==> config.mk <==
export PLATFORM = sky130hd
export DESIGN_NAME = uart_tx_sched_flat
export DESIGN_NICKNAME = d
export VERILOG_FILES = /design/src/rtl/uart_tx_sched_pkg.sv /design/src/rtl/uart_tx_sched_if.sv /design/src/rtl/uart_tx_sched_rr_arb4.sv /design/src/rtl/uart_tx_sched.sv /design/src/flat_wrapper.sv
export SDC_FILE = /design/constraint.sdc
export NUM_CORES = 1
export LEC_CHECK = 0
export CAP_MARGIN = 20
export CORE_MARGIN = 2
export CORE_UTILIZATION = 41
export DETAILED_ROUTE_END_ITERATION = 8
export PLACE_DENSITY = 0.84
export SKIP_CTS_REPAIR_TIMING = 1
export SLEW_MARGIN = 20
export SYNTH_ARGS = -nofsm -noshare
export SYNTH_HDL_FRONTEND = slang
export SYNTH_SLANG_ARGS = --single-unit
==> constraint.sdc <==
create_clock -name CLK -period 3.1 [get_ports CLK]
set_clock_uncertainty 0.2 [all_clocks]
set_input_delay 0.465 -clock CLK [delete_from_list [all_inputs] [get_ports CLK]]
set_output_delay 0.465 -clock CLK [all_outputs]
set_load 0.01 [all_outputs]
==> src/rtl/uart_tx_sched_pkg.sv <==
// Shared definitions for the UART transmit scheduler: FSM encoding,
// requester count and grant-index width.
package uart_sched_pkg;
  localparam int NUM_REQ   = 4;
  localparam int GNT_IDX_W = 2;

  typedef enum logic [1:0] {
    IDLE      = 2'd0,
    ISSUE     = 2'd1,
    WAIT_ACK  = 2'd2,
    WAIT_DONE = 2'd3
  } state_t;

  // Index to one-hot grant vector.
  function automatic logic [NUM_REQ-1:0] idx2oh(input logic [GNT_IDX_W-1:0] idx);
    logic [NUM_REQ-1:0] oh;
    oh      = '0;
    oh[idx] = 1'b1;
    return oh;
  endfunction
endpackage

==> src/rtl/uart_tx_sched_if.sv <==
// Requester / UART-side bundle of the scheduler. master = requesters and
// UART transmitter, slave = scheduler.
interface uart_tx_sched_if #(
  parameter int DATA_WIDTH = 8
) ();
  logic [uart_sched_pkg::NUM_REQ-1:0]            Req;
  logic [uart_sched_pkg::NUM_REQ*DATA_WIDTH-1:0] Req_Data;
  logic [uart_sched_pkg::NUM_REQ-1:0]            Gnt;
  logic                                          Tx_Busy;
  logic                                          Tx_Data_valid;
  logic [DATA_WIDTH-1:0]                         Tx_P_DATA;
  logic                                          Sched_Busy;
  logic [uart_sched_pkg::GNT_IDX_W-1:0]          Last_Gnt_ID;
  logic                                          Wdog_Err;

  modport master (
    output Req, Req_Data, Tx_Busy,
    input  Gnt, Tx_Data_valid, Tx_P_DATA, Sched_Busy, Last_Gnt_ID, Wdog_Err
  );
  modport slave (
    input  Req, Req_Data, Tx_Busy,
    output Gnt, Tx_Data_valid, Tx_P_DATA, Sched_Busy, Last_Gnt_ID, Wdog_Err
  );
endinterface

==> src/rtl/uart_tx_sched_rr_arb4.sv <==
// Combinational 4-way round-robin picker. Search starts one past the
// pointer and wraps, so the pointer itself has lowest priority.
module rr_arb4
  import uart_sched_pkg::*;
(
  input  logic [NUM_REQ-1:0]   req,
  input  logic [GNT_IDX_W-1:0] ptr,
  output logic                 valid,
  output logic [GNT_IDX_W-1:0] index
);
  logic [GNT_IDX_W-1:0] cand;

  // Walk from farthest to nearest candidate so the nearest one wins.
  always_comb begin
    valid = |req;
    index = ptr;
    cand  = '0;
    for (int k = NUM_REQ; k >= 1; k--) begin
      cand = ptr + GNT_IDX_W'(k);
      if (req[cand]) index = cand;
    end
  end
endmodule

==> src/rtl/uart_tx_sched.sv <==
// Round-robin scheduler feeding a single UART transmitter from 4
// requesters. Optional WAIT_ACK watchdog: define UART_TX_SCHED_WDOG_EN.
module uart_tx_sched
  import uart_sched_pkg::*;
#(
  parameter int DATA_WIDTH  = 8,
  parameter int WDOG_CYCLES = 16
) (
  input logic            CLK,
  input logic            Reset,
  uart_tx_sched_if.slave bus
);
  if (WDOG_CYCLES < 1) begin : g_bad_wdog
    $error("WDOG_CYCLES must be at least 1");
  end

  state_t                state_q, state_d;
  logic [NUM_REQ-1:0]    gnt_q, gnt_d;
  logic                  txv_q, txv_d;
  logic [DATA_WIDTH-1:0] data_q, data_d;
  logic [GNT_IDX_W-1:0]  last_q, last_d;
  logic                  sbusy_q, sbusy_d;
  logic                  arb_vld;
  logic [GNT_IDX_W-1:0]  arb_idx;

`ifdef UART_TX_SCHED_WDOG_EN
  localparam int CNT_W = (WDOG_CYCLES > 1) ? $clog2(WDOG_CYCLES) : 1;
  logic [CNT_W-1:0] cnt_q, cnt_d;
  logic             werr_q, werr_d;
`endif

  rr_arb4 u_arb (
    .req   (bus.Req),
    .ptr   (last_q),
    .valid (arb_vld),
    .index (arb_idx)
  );

  // Next-state and next-output decode; all outputs come straight from flops.
  always_comb begin
    state_d = state_q;
    gnt_d   = '0;
    txv_d   = 1'b0;
    data_d  = data_q;
    last_d  = last_q;
`ifdef UART_TX_SCHED_WDOG_EN
    cnt_d   = cnt_q;
    werr_d  = 1'b0;
`endif
    case (state_q)
      IDLE: begin
        // A leftover Tx_Busy blocks issue even with pending requests.
        if (arb_vld && !bus.Tx_Busy) begin
          state_d = ISSUE;
          gnt_d   = idx2oh(arb_idx);
          txv_d   = 1'b1;
          data_d  = bus.Req_Data[arb_idx*DATA_WIDTH +: DATA_WIDTH];
          last_d  = arb_idx;
        end
      end
      ISSUE: begin
        state_d = WAIT_ACK;
`ifdef UART_TX_SCHED_WDOG_EN
        cnt_d   = '0;
`endif
      end
      WAIT_ACK: begin
        if (bus.Tx_Busy) begin
          state_d = WAIT_DONE;
        end
`ifdef UART_TX_SCHED_WDOG_EN
        else if (cnt_q == CNT_W'(WDOG_CYCLES - 1)) begin
          state_d = IDLE;
          werr_d  = 1'b1;
        end else begin
          cnt_d = cnt_q + CNT_W'(1);
        end
`endif
      end
      WAIT_DONE: begin
        if (!bus.Tx_Busy) state_d = IDLE;
      end
      default: state_d = IDLE;
    endcase
    sbusy_d = (state_d != IDLE);
  end

  // State and registered outputs; reset aborts any frame in progress.
  always_ff @(posedge CLK) begin
    if (Reset) begin
      state_q <= IDLE;
      gnt_q   <= '0;
      txv_q   <= 1'b0;
      data_q  <= '0;
      last_q  <= GNT_IDX_W'(NUM_REQ - 1);
      sbusy_q <= 1'b0;
`ifdef UART_TX_SCHED_WDOG_EN
      cnt_q   <= '0;
      werr_q  <= 1'b0;
`endif
    end else begin
      state_q <= state_d;
      gnt_q   <= gnt_d;
      txv_q   <= txv_d;
      data_q  <= data_d;
      last_q  <= last_d;
      sbusy_q <= sbusy_d;
`ifdef UART_TX_SCHED_WDOG_EN
      cnt_q   <= cnt_d;
      werr_q  <= werr_d;
`endif
    end
  end

  assign bus.Gnt           = gnt_q;
  assign bus.Tx_Data_valid = txv_q;
  assign bus.Tx_P_DATA     = data_q;
  assign bus.Last_Gnt_ID   = last_q;
  assign bus.Sched_Busy    = sbusy_q;
`ifdef UART_TX_SCHED_WDOG_EN
  assign bus.Wdog_Err      = werr_q;
`else
  assign bus.Wdog_Err      = 1'b0;
`endif
endmodule

==> src/flat_wrapper.sv <==
// flat-port wrapper written by rule: the top's interface ports become plain ports
module uart_tx_sched_flat import uart_sched_pkg::*;
#(
  parameter int DATA_WIDTH  = 8,
  parameter int WDOG_CYCLES = 16
)
  (CLK, Reset, bus_Req, bus_Req_Data, bus_Tx_Busy, bus_Gnt, bus_Tx_Data_valid, bus_Tx_P_DATA, bus_Sched_Busy, bus_Last_Gnt_ID, bus_Wdog_Err);
  uart_tx_sched_if #(.DATA_WIDTH(DATA_WIDTH)) bus_i ();
  input logic CLK;
  input logic Reset;
  input wire logic [$bits(bus_i.Req)-1:0] bus_Req;
  input wire logic [$bits(bus_i.Req_Data)-1:0] bus_Req_Data;
  input wire logic [$bits(bus_i.Tx_Busy)-1:0] bus_Tx_Busy;
  output wire logic [$bits(bus_i.Gnt)-1:0] bus_Gnt;
  output wire logic [$bits(bus_i.Tx_Data_valid)-1:0] bus_Tx_Data_valid;
  output wire logic [$bits(bus_i.Tx_P_DATA)-1:0] bus_Tx_P_DATA;
  output wire logic [$bits(bus_i.Sched_Busy)-1:0] bus_Sched_Busy;
  output wire logic [$bits(bus_i.Last_Gnt_ID)-1:0] bus_Last_Gnt_ID;
  output wire logic [$bits(bus_i.Wdog_Err)-1:0] bus_Wdog_Err;
  assign bus_i.Req = bus_Req;
  assign bus_i.Req_Data = bus_Req_Data;
  assign bus_i.Tx_Busy = bus_Tx_Busy;
  assign bus_Gnt = bus_i.Gnt;
  assign bus_Tx_Data_valid = bus_i.Tx_Data_valid;
  assign bus_Tx_P_DATA = bus_i.Tx_P_DATA;
  assign bus_Sched_Busy = bus_i.Sched_Busy;
  assign bus_Last_Gnt_ID = bus_i.Last_Gnt_ID;
  assign bus_Wdog_Err = bus_i.Wdog_Err;
  uart_tx_sched #(.DATA_WIDTH(DATA_WIDTH), .WDOG_CYCLES(WDOG_CYCLES)) u_core (.CLK(CLK), .Reset(Reset), .bus(bus_i));
endmodule
==> impl_metrics.py <==
metrics = {
    "status": {
        "run_status": "finished clean",
    },
    "job": {
        "cap_violations": 0,
    },
    "drt": {
        "post_drt_wl_per_cell_um": 13.7,
        "postRouteWirelength_mm": 2.64,
        "drcViolationCount": 0,
        "drt_pass1_iterations": 4,
        "residual_antenna_violating_net_count_after_detailed_routing": 0,
        "drt_iter0_markers": 20,
        "drt-vias-per-instance": 5.39,
        "vias": 1041,
    },
    "yosys": {
        "syn-cell-area_um2": 1050,
        "synth_seq_cells": 18,
        "yosysSeqAreaShare_pct": 34.4,
        "avgSynthCellArea_um2": 9.52,
        "synth_cell_types": 32,
        "synth_top_cell_area_share_pct": 34.4,
        "netlist.top_cell.by_area": "sky130_fd_sc_hd__dfxtp_1",
        "area_contributors_post_synth": "sky130_fd_sc_hd__dfxtp_1, sky130_fd_sc_hd__mux2i_1, sky130_fd_sc_hd__and4_1",
        "postSynthNetCount": 149,
        "post_synth_inst_count": 110,
        "ys.warnings.count": 0,
    },
    "worst_hold_path": {
        "worstHoldStart": "u_core.bus.Tx_P_DATA[6]",
        "worst_hold_path_type": "reg2reg",
    },
    "finish": {
        "fin_cells": 193,
        "layout-drive-gt1-share_pct": 7.98,
        "layout-area-overhead-vs-synth_pct": 54.0,
        "design.final.nets": 203,
        "n_antenna_cell": 0,
        "final_design_area_no_fill_um2": 1610,
    },
    "power": {
        "power_per_cell_area_nw_per_um2": 396,
        "share_seq_of_total_power_pct": 42.6,
        "power.switching_fraction_pct": 28.5,
        "pwr-share-comb_pct": 35.0,
        "ir_worst_vdd_v": 0.000247,
        "p_int_uw": 457,
        "switchingPower_uw": 182,
        "cellLeakagePower_nw": 0.602,
        "p_clk_share_pct": 22.4,
    },
    "placed_design": {
        "place.gp.congestion": 0.758,
        "post-dp-hpwl_mm": 2.18,
        "place_area_um2": 1580,
        "post-place-cells": 189,
        "count_of_buffers_from_port_buffering": 54,
    },
    "global_route": {
        "grt_pass1_wl_mm": 4.08,
        "grt_usage_pct": 18.9,
        "antenna_violations_before_repair": 0,
        "first_global_vias": 980,
        "grt_overflow": 0,
        "grt_max_degree": 14,
    },
    "timing": {
        "grt_setup_unrepaired": "no",
        "fmax_mhz": 446,
        "timing.setup.tns_ns": 0,
        "timing_worst_slew_pin_value_ns": 0.662,
        "slew-limit-headroom_pct": 55.7,
        "finalCritPeriodShare_pct": 72.3,
        "min_cycle_time_layout_ns": 2.24,
        "final-hold-violation-count": 0,
        "finalMaxSlewViolations": 0,
        "setup_viol": 0,
    },
    "critical_path": {
        "worst_path_largest_cell_delay_ns": 0.59,
        "timing.setup.critical_path_class": "in2reg",
        "startpoint": "bus_Req[0]",
        "cpMaxStageDelayCell": "sky130_fd_sc_hd__nor3_4",
        "worst_setup_path_start_kind": "input port",
        "path_cells": "clkdlybuf4s50_1 > and3b_4 > nor3_4 > mux2i_1 > o211ai_1",
        "worst_setup_path_end_kind": "register",
        "timing.critical_path.buf_inv": 1,
        "worstPathArrival_ns": 2.22,
        "critical_path.reg2reg.startpoint": "u_core.bus.Last_Gnt_ID[1]",
        "worst_ep_required_time_ns": 3.08,
        "critical_path_peak_fanout": 13,
        "gate_family_responsible_for_the_most_delay_along_the_worst_path": "simple AND/OR/NAND/NOR gates",
    },
    "floorplanning": {
        "dieHeight_um": 54.5,
        "floorplan.die_area_um2": 2970,
        "floorplan.initialDensity_pct": 42.7,
        "die_x_um": 54.5,
        "number_of_rows_in_the_core_area": 18,
        "top_level_ports": 56,
        "core-area_um2": 2450,
    },
    "clocking": {
        "cts-root-buf": "sky130_fd_sc_hd__clkbuf_4",
        "numCtsBuffers": 3,
        "clk_path_buf_depth": 2,
        "tritoncts": "built",
        "clk-insertion-delay-late_ns": 0.29,
        "cts.clk_slew.worst_paths_ns": 0.10,
        "numClockSinks": 18,
        "ctsHtreeMaxLevel": 1,
    },
}
layer usage:
| metal | vias up | GRT usage [%] | share of wire [%] |
|---|---|---|---|
| met2 | 46 | 31.3 | 49 |
| met5 | - | 0 | 0 |
| met3 | 4 | 3.55 | 7.1 |
| li1 | 525 | - | - |
| met4 | 0 | 10.4 | 1.6 |
| met1 | 466 | 23.0 | 42 |
worst reg2reg max path, cell delays in order (launching register included):
cell	delay (ns)
sky130_fd_sc_hd__dfxtp_1	0.51
sky130_fd_sc_hd__nand2b_1	0.23
sky130_fd_sc_hd__a21oi_4	0.12
sky130_fd_sc_hd__nor3_4	0.58
sky130_fd_sc_hd__mux2i_1	0.28
sky130_fd_sc_hd__o211ai_1	0.10
cell usage in the layout (no fill, tap or decap), types with 3 or more instances in the layout:
cell type	synthesis	layout
sky130_fd_sc_hd__clkbuf_4	0	3
sky130_fd_sc_hd__o31a_1	8	8
sky130_fd_sc_hd__o21ai_0	8	8
sky130_fd_sc_hd__dfxtp_1	18	18
sky130_fd_sc_hd__nor2_1	4	4
sky130_fd_sc_hd__mux2i_1	8	8
sky130_fd_sc_hd__nand2b_1	3	3
sky130_fd_sc_hd__and4_1	8	8
sky130_fd_sc_hd__o211ai_1	8	8
sky130_fd_sc_hd__a21o_1	3	3
sky130_fd_sc_hd__nand2_1	11	11
sky130_fd_sc_hd__clkdlybuf4s50_1	0	54
cell usage after synthesis, drive strengths merged:
library cell	instances
a211o	2
a21o	3
a21oi	4
a31oi	1
and2	1
and2b	2
and3	1
and3b	1
and4	8
buf	5
conb	1
dfxtp	18
mux2i	8
nand2	12
nand2b	3
nand3b	3
nor2	5
nor2b	1
nor3	3
o211ai	8
o21ai	8
o21bai	1
o31a	8
or2b	2
or4	1
cell families after synthesis:
logic type | synth area share [%]
multiplexers | 7.65
AND/OR/NAND/NOR | 27.5
buffers and inverters | 4.66
AO/OA/AOI/OAI | 25.4
other | 0.358
flip-flops | 34.4
power by group through the flow:
stage | logic, mW | clock network [mW] | registers (mW)
3_3_place_gp | 0.219 | 0 | 0.276
4_1_cts | 0.225 | 0.146 | 0.272
3_5_place_dp | 0.224 | 0 | 0.278
2_1_floorplan | 0.116 | 0 | 0.283
5_1_grt | 0.243 | 0.156 | 0.275
6_report | 0.224 | 0.143 | 0.272
flip-flops by register name (all words and copies together) (netlist names):
name / count
u_core.bus.Tx_P_DATA: 8
u_core.state_q: 2
u_core.bus.Tx_Data_valid: 1
u_core.bus.Last_Gnt_ID: 2
u_core.bus.Sched_Busy: 1
u_core.bus.Gnt: 4
final timing paths:
kind	slack, ns	cells after the start	end
setup / recovery	0.86	5	u_core.bus.Tx_P_DATA[7]
hold / removal	0.29	2	u_core.bus.Tx_P_DATA[6]
setup reg to reg	0.97	5	u_core.bus.Tx_P_DATA[7]
hold reg to reg	0.29	2	u_core.bus.Tx_P_DATA[6]
layout make-up:
cell class,instances,area [um^2]
clock buffers,4,36.3
multi-input cells,87,638
fillers,213,842
flip-flops and latches,18,360
well taps,30,37.5
repair buffers,54,541
per-stage QoR:
stage               worst slack (ns)  hold slack (ns)  power (mW)  util (%)
finish                         0.858            0.294       0.639      65.7
global route                   0.767            0.309       0.674      65.7
CTS                            0.857            0.295       0.643      65.7
detailed placement             0.530            0.274       0.502      64.2
global placement               0.597            0.268       0.495      64.2
floorplan                       1.27            0.251       0.399         -
(Power assumes the default switching activity.)
